**src/rtl/keypad_hex_entry.sv**
```systemverilog
// 4x4 hex keypad scanner with frame-based debounce; accepted keys are shifted
// into a 32-bit entry register that feeds the seven-segment display driver.
module keypad_hex_entry #(
  parameter int SCAN_DIV     = 1000,
  parameter int DEBOUNCE_CNT = 4
) (
  input  logic        clk,
  input  logic        rstn,
  output logic [3:0]  row_o,
  input  logic [3:0]  col_i,
  input  logic        clr_i,
  output logic        key_valid,
  output logic [3:0]  key_code,
  output logic        key_held,
  output logic [31:0] entry_data
);

  localparam int DIV_W = $clog2(SCAN_DIV);
  localparam int CNT_W = $clog2(DEBOUNCE_CNT + 1);
  localparam logic [DIV_W-1:0] DIV_LAST = DIV_W'(SCAN_DIV - 1);
  localparam logic [CNT_W-1:0] CNT_LAST = CNT_W'(DEBOUNCE_CNT);

  typedef enum logic [1:0] {IDLE, DEBOUNCE, PRESSED, RELEASE} state_t;

  function automatic logic [3:0] key_map(input logic [1:0] row, input logic [1:0] col);
    case ({row, col})
      4'h0: return 4'h1;
      4'h1: return 4'h2;
      4'h2: return 4'h3;
      4'h3: return 4'hA;
      4'h4: return 4'h4;
      4'h5: return 4'h5;
      4'h6: return 4'h6;
      4'h7: return 4'hB;
      4'h8: return 4'h7;
      4'h9: return 4'h8;
      4'hA: return 4'h9;
      4'hB: return 4'hC;
      4'hC: return 4'hE;
      4'hD: return 4'h0;
      4'hE: return 4'hF;
      4'hF: return 4'hD;
      default: return 4'h0;
    endcase
  endfunction

  function automatic logic [1:0] onehot_index(input logic [3:0] v);
    case (v)
      4'b0010: return 2'd1;
      4'b0100: return 2'd2;
      4'b1000: return 2'd3;
      default: return 2'd0;
    endcase
  endfunction

  logic [3:0]       col_meta_r, col_sync_r;
  logic [DIV_W-1:0] div_r;
  logic [1:0]       row_r;
  logic [3:0]       row_out_r;
  logic [1:0]       hits_r;
  logic [3:0]       hit_code_r;
  state_t           state_r, state_s;
  logic [CNT_W-1:0] cnt_r, cnt_s;
  logic [3:0]       cand_r, cand_s;
  logic             accept_s;
  logic             key_valid_r, key_held_r;
  logic [3:0]       key_code_r;
  logic [31:0]      entry_r;

  logic             sample_s, frame_end_s, frame_single_s, frame_none_s;
  logic [3:0]       row_low_s, code_s;
  logic [2:0]       total_s;
  logic [1:0]       hits_next_s;

  assign sample_s    = (div_r == DIV_LAST);
  assign frame_end_s = sample_s && (row_r == 2'd3);

  // Tally low columns seen so far this frame; hits saturate at 2 (= MULTI).
  always_comb begin
    row_low_s      = ~col_sync_r;
    total_s        = {1'b0, hits_r} + 3'($countones(row_low_s));
    hits_next_s    = (total_s >= 3'd2) ? 2'd2 : total_s[1:0];
    code_s         = (hits_r == 2'd1) ? hit_code_r : key_map(row_r, onehot_index(row_low_s));
    frame_single_s = frame_end_s && (total_s == 3'd1);
    frame_none_s   = (total_s == 3'd0);
  end

  // Two-flop synchronizer for the asynchronous column inputs.
  always_ff @(posedge clk or negedge rstn) begin
    if (!rstn) begin
      col_meta_r <= 4'b1111;
      col_sync_r <= 4'b1111;
    end else begin
      col_meta_r <= col_i;
      col_sync_r <= col_meta_r;
    end
  end

  // Row scan timing and registered row drive.
  always_ff @(posedge clk or negedge rstn) begin
    if (!rstn) begin
      div_r     <= '0;
      row_r     <= 2'd0;
      row_out_r <= 4'b1110;
    end else if (sample_s) begin
      div_r     <= '0;
      row_r     <= row_r + 2'd1;
      row_out_r <= ~(4'b0001 << (row_r + 2'd1));
    end else begin
      div_r     <= div_r + DIV_W'(1);
    end
  end

  // Per-frame hit accumulator, cleared as each frame completes.
  always_ff @(posedge clk or negedge rstn) begin
    if (!rstn) begin
      hits_r     <= 2'd0;
      hit_code_r <= 4'h0;
    end else if (frame_end_s) begin
      hits_r     <= 2'd0;
      hit_code_r <= 4'h0;
    end else if (sample_s) begin
      hits_r     <= hits_next_s;
      hit_code_r <= code_s;
    end else begin
      hits_r     <= hits_r;
      hit_code_r <= hit_code_r;
    end
  end

  // FSM state register.
  always_ff @(posedge clk or negedge rstn) begin
    if (!rstn) begin
      state_r <= IDLE;
      cnt_r   <= '0;
      cand_r  <= 4'h0;
    end else begin
      state_r <= state_s;
      cnt_r   <= cnt_s;
      cand_r  <= cand_s;
    end
  end

  // Debounce FSM; MULTI frames never match and so break any run.
  always_comb begin
    state_s  = state_r;
    cnt_s    = cnt_r;
    cand_s   = cand_r;
    accept_s = 1'b0;
    if (frame_end_s) begin
      case (state_r)
        IDLE: begin
          if (frame_single_s) begin
            cand_s  = code_s;
            cnt_s   = CNT_W'(1);
            state_s = DEBOUNCE;
          end else begin
            state_s = IDLE;
          end
        end
        DEBOUNCE: begin
          if (frame_single_s && (code_s == cand_r)) begin
            cnt_s = cnt_r + CNT_W'(1);
            if ((cnt_r + CNT_W'(1)) == CNT_LAST) begin
              state_s  = PRESSED;
              accept_s = 1'b1;
            end else begin
              state_s = DEBOUNCE;
            end
          end else begin
            cnt_s   = '0;
            state_s = IDLE;
          end
        end
        PRESSED: begin
          if (frame_none_s) begin
            cnt_s   = CNT_W'(1);
            state_s = RELEASE;
          end else begin
            state_s = PRESSED;
          end
        end
        RELEASE: begin
          if (frame_none_s) begin
            cnt_s = cnt_r + CNT_W'(1);
            if ((cnt_r + CNT_W'(1)) == CNT_LAST) begin
              cnt_s   = '0;
              state_s = IDLE;
            end else begin
              state_s = RELEASE;
            end
          end else begin
            state_s = PRESSED;
          end
        end
        default: begin
          cnt_s   = '0;
          state_s = IDLE;
        end
      endcase
    end else begin
      state_s = state_r;
    end
  end

  // Registered outputs; clear wins over shift but still keeps the new digit.
  always_ff @(posedge clk or negedge rstn) begin
    if (!rstn) begin
      key_valid_r <= 1'b0;
      key_code_r  <= 4'h0;
      key_held_r  <= 1'b0;
      entry_r     <= 32'h0;
    end else begin
      key_valid_r <= accept_s;
      key_held_r  <= (state_s == PRESSED) || (state_s == RELEASE);
      if (accept_s) begin
        key_code_r <= cand_r;
      end else begin
        key_code_r <= key_code_r;
      end
      if (clr_i) begin
        entry_r <= accept_s ? {28'h0, cand_r} : 32'h0;
      end else if (accept_s) begin
        entry_r <= {entry_r[27:0], cand_r};
      end else begin
        entry_r <= entry_r;
      end
    end
  end

  assign row_o      = row_out_r;
  assign key_valid  = key_valid_r;
  assign key_code   = key_code_r;
  assign key_held   = key_held_r;
  assign entry_data = entry_r;

endmodule

```
**config.mk**
```make
export PLATFORM = sky130hd
export DESIGN_NAME = keypad_hex_entry
export DESIGN_NICKNAME = d
export VERILOG_FILES = /design/src/rtl/keypad_hex_entry.sv
export SDC_FILE = /design/constraint.sdc
export NUM_CORES = 1
export LEC_CHECK = 0
export CELL_PAD_IN_SITES_DETAIL_PLACEMENT = 2
export CELL_PAD_IN_SITES_GLOBAL_PLACEMENT = 2
export CORE_UTILIZATION = 33
export DETAILED_ROUTE_END_ITERATION = 8
export PLACE_DENSITY = 0.86
export SLEW_MARGIN = 10
export SYNTH_ARGS = -nofsm -noshare
export SYNTH_HDL_FRONTEND = slang
export SYNTH_SLANG_ARGS = --single-unit
```
**constraint.sdc**
```tcl
create_clock -name clk -period 3.55 [get_ports clk]
set_clock_uncertainty 0.2 [all_clocks]
set_input_delay 0.71 -clock clk [delete_from_list [all_inputs] [get_ports clk]]
set_output_delay 0.71 -clock clk [all_outputs]
set_load 0.03 [all_outputs]
```
==> impl_results.md, run 1 <==
- Sequential cell area fraction in the yosys report: 0.499
- CTS Buf Count: 9
- Clock Pin Slew Worst Setup and Hold Paths: 60 ps
- Ports: 49
- R2R cell count: 12
- Pwr dens: 433 nW/um^2
- Core outline area: 11500 sq um
- Mapped Cells: 341
- Max Cap Violations: 0
- Pins Over Slew Limit: 0
- Worst-path fanout max: 10
- CTS Buffer Depth: 2
- Routed vias: 2925
- Die Area: 12200 sq um
- Mapped cell area: 3890 sq um
- Top FF cell, synth: dfrtp_1
- Gpl congestion: 0.757
- Number of global-route vias before repair: 3319
- Commonest cells post-synth: dfrtp_1 (66), mux2i_1 (34), nand2b_1 (33)
- Worst Hold End: col_sync_r[1]
- Initial antenna violation count: 0
- Ranking of synthesized cells by area: dfrtp_1 (42%), mux2i_1 (8.7%), dfstp_2 (7.4%), nand2b_1 (5.3%), ha_1 (4.2%)
- Starting DRT DRC Count: 67
- Crit path kind: reg -> reg
- Worst Hold Depth: 0
- Post-synthesis async set-or-reset flop share: 1.00
- Most common cell in the netlist: dfrtp_1
- EDFF count, synth: 0
- Largest net degree at the start of global routing: 78
- Reg-to-Reg Start: hits_r[0]
- Final hold violation count: 0
- Worst Path Required: 3600 ps
- Final setup vio count: 0
- Die width: 111 um
- Slew headroom: 0.348
- I/O Buffers: 48
- Worst Max-Slew Pin Slew: 979 ps
- Post-route cell area: 5110 sq um
- Flop-to-flop setup slack: 8 ps
- HP Start: col_meta_r[1]
- Post-DP Area: 4560 sq um
- Lkg Pwr: 2.13 nW
- Util after Layout: 0.446
- CTS tree: yes
- Worst path arrival time: 3590 ps
- Status: finished, final reports clean
- Vias per inst: 5.25
- FF+latch count, synth: 77
- Grt total ovfl: 0
- Nets: 432
- Post-synth top area share: 0.425
- Router iterations before antenna repair: 5
- Post-synth top area cell: dfrtp_1
- Count of different cell masters after synthesis: 57
- First-pass GRT wire length: 17.8 mm
- DP Wirelength: 7.27 mm
- Gr usage total: 0.188
- Synthesized area per cell: 11.4 sq um
- Unrepaired setup endpoints after global routing: yes
- R2R Path End: entry_data[31]
- Share of cells above drive strength 1: 0.179
- Root Buffer: clkbuf_16
- Routed wire length per instance: 20.0 um
- Final worst path period share: 0.998
- Hold_buf cts: 0
- Min Clock Period, post-route: 3540 ps
- CP endpoint kind: register
- Worst skew pair latency: 330 ps
- Clock sink total: 77
- CP Launch Type: register
- Num rows: 39
- DRC: 0
- Diode count: 0
- Fmax: 282 MHz
- Peak VDD IR: 0.215 mV
- DRT Wirelength: 11.2 mm
- Synthesized net count: 364
- H-Tree Depth: 3
- DRT antenna net count: 0
- Starting Density: 0.339
- Hold Crit Class: reg -> reg
- Die H: 111 um
- Synth warn: 0
- Synth-to-layout area growth: 31.5%
[layer usage]
layer,up-vias,routed length [um],GRT usage
met5,-,0,0
met4,0,232,0.0729
met3,18,328,0.0307
met2,82,6110,0.353
met1,1506,4480,0.211
li1,1319,-,-
[per-stage QoR]
stage	setup TNS (ps)	setup slack, ps	hold slack (ps)	cells	power (W)
3_3_place_gp	0	73.1	147	532	0.00101
5_1_grt	-679	-54.1	160	557	0.00227
4_1_cts	-1.64	-1.36	159	554	0.00223
2_1_floorplan	-735	-86.2	145	341	0.000958
3_5_place_dp	-4820	-193	148	532	0.00101
6_report	0	7.87	159	557	0.00221
[final cells by class]
cell class,instances,area [sq um]
clock buffer,10,229
clock inverter,6,159
fill,1180,6350
inverter,15,56.3
multi-input combinational,236,1860
sequential,77,1940
tap,143,179
timing repair buffer,70,694
[flip-flops by register name, indices dropped and copies added (netlist names), 3 cells and up]
signal      count
div_r          10
cnt_r           3
entry_data     32
row_o           4
col_meta_r      4
hit_code_r      4
cand_r          4
key_code        4
col_sync_r      4
[timing repair]
action,4_1_cts,5_1_grt
gates cloned,2,0
resized for setup,15,8
pin swaps,4,2
buffers inserted,4,3
setup endpoints to repair,41,40
[cell usage in the layout (no fill, tap or decap), drive strengths merged, types with 11 or more instances in the layout]
cell and instances:
dfrtp 66, clkdlybuf4s50 47, nand2b 34, mux2i 34, buf 23, nand2 21, o21ai 18, inv 15
ha 13, dfstp 11
[how the worst max path moves through the flow]
| stage | from | end | slack [ps] | cells after the start |
|---|---|---|---|---|
| final | hits_r[0] | entry_data[31] | 8 | 12 |
| after global routing | hits_r[0] | entry_data[0] | -50 | 13 |
| after CTS | hits_r[0] | entry_data[14] | -1 | 12 |
| after detailed placement | hits_r[0] | entry_data[29] | -190 | 12 |
| after global placement | col_sync_r[0] | entry_data[24] | 70 | 11 |
| after floorplan | hits_r[0] | key_code[0] | -90 | 13 |
[cells by family after synthesis]
kind of cell             share of synthesized area
adder cells (fa/ha/maj)                     0.0573
AND/OR/NAND/NOR                              0.176
buffers and inverters                       0.0447
flip-flops                                   0.499
XOR/XNOR                                    0.0203
AO/OA/AOI/OAI                                0.100
multiplexers                                 0.103
[critical path, cell delays in order (launching register included)]
cell and delay (ps):
dfrtp_1 410, inv_2 60, fa_1 510, inv_1 60
fa_2 360, fa_2 460, nor2_4 140, nand2_2 90
or2_4 260, a211oi_4 180, and3_4 320, buf_12 170
mux2i_2 230
[report_power, final]
part	total (W)	internal [W]	switching, W
clock network	0.00120	0.000831	0.000369
logic	0.000123	0.0000533	0.0000699
registers	0.000891	0.000886	0.00000451
total	0.00221	0.00177	0.000444
No activity file was read; power rests on OpenSTA's default activity.
==> inputs of run 2 (changes only) <==
CELL_PAD_IN_SITES_DETAIL_PLACEMENT = 0   (was 2)
CELL_PAD_IN_SITES_GLOBAL_PLACEMENT = 1   (was 2)
CORE_UTILIZATION = 40   (was 33)
CTS_CLUSTER_DIAMETER = 80   (was default)
PLACE_DENSITY = 0.87   (was 0.86)
==> impl_results.md, run 2 (same netlist as run 1, synthesis figures left out) <==
- DP Wirelength: 5.56 mm
- Worst path arrival time: 3460 ps
- H-Tree Depth: 3
- Vias per inst: 5.06
- Hold Crit Class: reg -> reg
- Switch Pwr: 0.000394 W
- Worst skew pair latency: 350 ps
- Worst Hold Depth: 0
- Router iterations before antenna repair: 4
- Routed vias: 2755
- Peak VDD IR: 0.202 mV
- Post-route cell area: 4870 sq um
- R2R Path End: key_code[0]
- CP Launch Type: register
- I/O Buffers: 48
- Share of cells above drive strength 1: 0.152
- Ports: 49
- CTS tree: yes
- Commonest cells after routing, fill and taps aside: dfrtp_1 (66), clkdlybuf4s50_1 (47), mux2i_1 (34)
- Pins Over Slew Limit: 0
- Slowest cell on crit path: fa_1
- Clock power frac: 0.399
- CTS Buf Count: 9
- Clock Pin Slew Worst Setup and Hold Paths: 80 ps
- Sum of buffers and inverters on the critical path: 1
- Status: finished, final reports clean
- Hold_buf cts: 0
- Max reg flops: 32
- Flop-to-flop setup slack: 130 ps
- Switch share: 0.237
- Grt total ovfl: 0
- DRT antenna net count: 0
- Routed wire length per instance: 14.7 um
- Worst Max-Slew Pin Slew: 961 ps
- Final worst path period share: 0.964
- Worst Hold End: col_sync_r[3]
- Post-DP Area: 4570 sq um
- Initial antenna violation count: 0
- Fmax: 292 MHz
- Reg-to-Reg Start: col_sync_r[0]
- HP Start: col_meta_r[3]
- R2R cell count: 10
- Die Area: 10100 sq um
- Pwr dens: 340 nW/um^2
- Core outline area: 9330 sq um
- Largest net degree at the start of global routing: 78
- Starting DRT DRC Count: 136
- Max Cap Violations: 0
- Crit path kind: reg -> reg
- Nets: 433
- Root Buffer: clkbuf_8
- Gr usage total: 0.169
- CTS Buffer Depth: 2
- Pwr Total: 0.00166 W
- Crit path max-delay family: adder cells
- Gpl congestion: 0.833
- Number of global-route vias before repair: 2828
- Worst path most repeated cell: fa_1
- Synth-to-layout area growth: 25.2%
- Slew headroom: 0.359
- Final setup margin: 126 ps
- Final hold violation count: 0
- Clock sink total: 77
- Starting Density: 0.417
- First-pass GRT wire length: 13.4 mm
- DRC: 0
- Combinational Power Share: 0.064
- CP endpoint kind: register
- Diode count: 0
- Worst path cell trace: fa_1 > inv_1 > fa_2 > fa_1 > nor2_1 > nand2_1 > or2_4 > a211oi_4 > and3_4 > mux2_1
- DRT Wirelength: 8.02 mm
- Pre-CTS WS: 10.6 ps
- Register share of total power: 0.536
- Max stage delay on crit path: 520 ps
- Setup TNS: 0 ps
- Lkg Pwr: 2.04 nW
- Commonest non-fill, non-tap cell in the layout: dfrtp_1
- Die H: 101 um
- Int Pwr: 0.00126 W
- Worst Path Required: 3580 ps
- Worst-path fanout max: 7
- Final setup vio count: 0
- Min Clock Period, post-route: 3420 ps
- Num rows: 35
- Die width: 101 um
## run 2: changes by cell type in the layout (fill, tap and decap cells not counted), moves of 3 or more
cell       before  now
mux2i_2         3    0
mux2i_1        31   34
clkbuf_16       9    2
clkbuf_8        0    9
bufinv_16       5    1
## run 2: area by class of cell
cell class | count | area (sq um)
Clock buffer | 10 | 128
Clock inverter | 6 | 68.8
Fill cell | 843 | 4460
Inverter | 15 | 56.3
Multi-Input combinational cell | 236 | 1810
Sequential cell | 77 | 1940
Tap cell | 129 | 161
Timing Repair Buffer | 71 | 709
## run 2: stage by stage
step	utilization	std cells	hold slack, ps
floorplan	-	341	145
global placement	0.489	521	146
detailed placement	0.489	521	147
CTS	0.511	537	159
global route	0.522	544	162
finish	0.522	544	158
## run 2: worst max path at each step
stage / startpoint / endpoint / slack, ps / depth (start not counted)
final: col_sync_r[0] / key_code[0] / 130 / 10
after global routing: hits_r[0] / entry_data[4] / -40 / 12
after CTS: col_sync_r[0] / entry_data[23] / 1 / 11
after detailed placement: col_sync_r[0] / entry_data[23] / 10 / 11
after global placement: col_sync_r[0] / entry_data[29] / 110 / 11
after floorplan: hits_r[0] / key_code[0] / -90 / 13
## run 2: power groups by stage
stage,Combinational (W),Clock [W],Sequential [W]
after global placement,0.000103,0,0.000906
after global routing,0.000118,0.000721,0.000890
after CTS,0.000106,0.000680,0.000889
after floorplan,0.0000522,0,0.000906
after detailed placement,0.000105,0,0.000906
final,0.000107,0.000662,0.000889
## run 2: repair_timing
item / 4_1_cts / 5_1_grt
setup endpoints to repair: 0 / 36
buffers inserted: 0 / 3
resized for setup: 0 / 5
## run 2: routing by layer
layer | vias to the layer above | routed length, um | GRT usage
li1 | 1327 | - | -
met1 | 1351 | 3640 | 0.219
met2 | 69 | 3960 | 0.282
met3 | 8 | 310 | 0.0388
met4 | 0 | 104 | 0.0513
met5 | - | 0 | 0
==> inputs of run 3 (changes only) <==
--- a/config.mk
+++ b/config.mk
@@ -9,6 +9,7 @@
 export CELL_PAD_IN_SITES_GLOBAL_PLACEMENT = 1
-export CORE_UTILIZATION = 40
+export CORE_UTILIZATION = 45
 export CTS_CLUSTER_DIAMETER = 80
 export DETAILED_ROUTE_END_ITERATION = 8
-export PLACE_DENSITY = 0.87
+export DONT_BUFFER_PORTS = 1
+export PLACE_DENSITY = 0.86
 export SLEW_MARGIN = 10
==> constraint.sdc (replaced) <==
create_clock -name clk -period 3.55 [get_ports clk]
set_clock_uncertainty 0.2 [all_clocks]
set_input_delay 0.8875 -clock clk [delete_from_list [all_inputs] [get_ports clk]]
set_output_delay 0.8875 -clock clk [all_outputs]
set_load 0.03 [all_outputs]
==> impl_results.md, run 3 (same netlist as run 1, synthesis figures left out) <==
- Routed wire length per instance: 16.9 um
- Worst path arrival time: 3540 ps
- Reg-to-Reg Start: col_sync_r[0]
- Crit path max-delay family: adder cells
- Pins Over Slew Limit: 0
- Switch Pwr: 0.000414 W
- Hold Crit Class: in -> async
- Int Pwr: 0.00119 W
- Diode count: 0
- Vias per inst: 5.53
- Starting DRT DRC Count: 99
- Router iterations before antenna repair: 4
- Die width: 95.0 um
- CP Launch Type: register
- Max reg flops: 32
- Register share of total power: 0.553
- Share of cells above drive strength 1: 0.164
- Final setup vio count: 0
- Worst skew pair latency: 360 ps
- Gr usage total: 0.189
- Routed vias: 2571
- Gpl congestion: 0.801
- Commonest cells after routing, fill and taps aside: dfrtp_1 (66), mux2i_1 (34), nand2b_1 (33)
- Clock power frac: 0.395
- Unrepaired setup endpoints after global routing: yes
- Worst Max-Slew Pin Slew: 588 ps
- CP endpoint kind: register
- R2R cell count: 11
- DRT Wirelength: 7.84 mm
- Largest net degree at the start of global routing: 50
- Min Clock Period, post-route: 3470 ps
- Grt total ovfl: 0
- Num rows: 33
- Clock Pin Slew Worst Setup and Hold Paths: 90 ps
- Lkg Pwr: 1.84 nW
- DRC: 0
- Core outline area: 8300 sq um
- Die Area: 9020 sq um
- Fmax: 288 MHz
- DP Wirelength: 5.19 mm
- Final hold violation count: 0
- Slew headroom: 0.608
- Status: finished, final reports clean
- Max stage delay on crit path: 530 ps
- H-Tree Depth: 3
- Starting Density: 0.469
- Peak VDD IR: 0.238 mV
- DRT antenna net count: 0
- Nets: 378
- Final worst path period share: 0.978
- Worst path cell trace: fa_1 > inv_1 > fa_2 > fa_1 > nor2_2 > nand2_1 > or2_4 > a211oi_4 > and3_4 > clkbuf_16 > mux2i_1
- Pwr dens: 372 nW/um^2
- Flop-to-flop setup slack: 80 ps
- Ports: 49
- Switch share: 0.257
- Pwr Total: 0.00161 W
- Sum of buffers and inverters on the critical path: 2
- Clock sink total: 77
- CTS Buffer Depth: 2
- CTS tree: yes
- Crit path kind: reg -> reg
- Number of global-route vias before repair: 2658
- CTS Buf Count: 9
- Root Buffer: clkbuf_8
- Worst-path fanout max: 10
- I/O Buffers: 0
- Die H: 95.0 um
- R2R Path End: entry_data[16]
- Worst path most repeated cell: fa_1
- Slowest cell on crit path: fa_1
- Combinational Power Share: 0.052
- First-pass GRT wire length: 13.0 mm
- Initial antenna violation count: 0
- Synth-to-layout area growth: 11.3%
- Util after Layout: 0.521
- Max Cap Violations: 0
- Worst Path Required: 3620 ps
- Commonest non-fill, non-tap cell in the layout: dfrtp_1
[run 3: cell type report]
cell class	instances	area (sq um)
repair buffers	17	203
flip-flops and latches	77	1940
multi-input cells	235	1810
inverters	15	56.3
clock buffers	9	124
fillers	716	3970
well taps	105	131
clock inverters	7	63.8
[run 3: worst max path at each step]
stage	from	slack, ps	depth (start not counted)	end
after global placement	col_sync_r[0]	100	11	entry_data[4]
final	col_sync_r[0]	80	11	entry_data[16]
after floorplan	hits_r[0]	-90	13	key_code[0]
after detailed placement	col_sync_r[0]	10	11	entry_data[31]
after CTS	col_sync_r[0]	50	11	entry_data[12]
after global routing	hits_r[0]	-60	12	entry_data[16]
[run 3: metrics by stage]
stage | TNS, ps | setup slack, ps | instances | hold WS, ps | cell area [sq um]
after global routing | -267 | -56.7 | 465 | 5.78 | 4330
after global placement | 0 | 104 | 444 | 147 | 4030
after floorplan | -735 | -86.2 | 341 | 145 | 3900
after detailed placement | 0 | 10.1 | 444 | 147 | 4030
after CTS | 0 | 49.4 | 461 | 1.86 | 4240
final | 0 | 77.1 | 465 | 27.1 | 4330
[run 3: metal layers]
layer  part of all wire  wire length, um  up-vias  global-route usage
met5                  0                0        -                   0
met4              0.012               95        0              0.0644
met3              0.060              468       12              0.0483
met2               0.48             3780       75               0.305
met1               0.45             3490     1269               0.245
li1                   -                -     1215                   -
[run 3: worst register-to-register path: stages (launching register included)]
cell and delay [ps]:
dfstp_2 400, fa_1 530, inv_1 50, fa_2 330, fa_1 470, nor2_2 140
nand2_1 80, or2_4 250, a211oi_4 170, and3_4 330, clkbuf_16 210, mux2i_1 230
[run 3: power by group through the flow]
stage / clock [W] / sequential [W] / combinational (W)
after floorplan: 0 / 0.000906 / 0.0000522
after global placement: 0 / 0.000907 / 0.0000661
after detailed placement: 0 / 0.000907 / 0.0000672
after CTS: 0.000659 / 0.000890 / 0.0000769
after global routing: 0.000691 / 0.000892 / 0.0000924
final: 0.000636 / 0.000890 / 0.0000833
[run 3: repair_timing]
action | 4_1_cts | 5_1_grt
pin swaps | 0 | 5
setup buffers | 0 | 1
endpoints found under the setup margin | 13 | 40
resized for setup | 1 | 6
gates cloned | 0 | 2
endpoints found under the hold margin | 29 | 11
hold buffers | 1 | 1
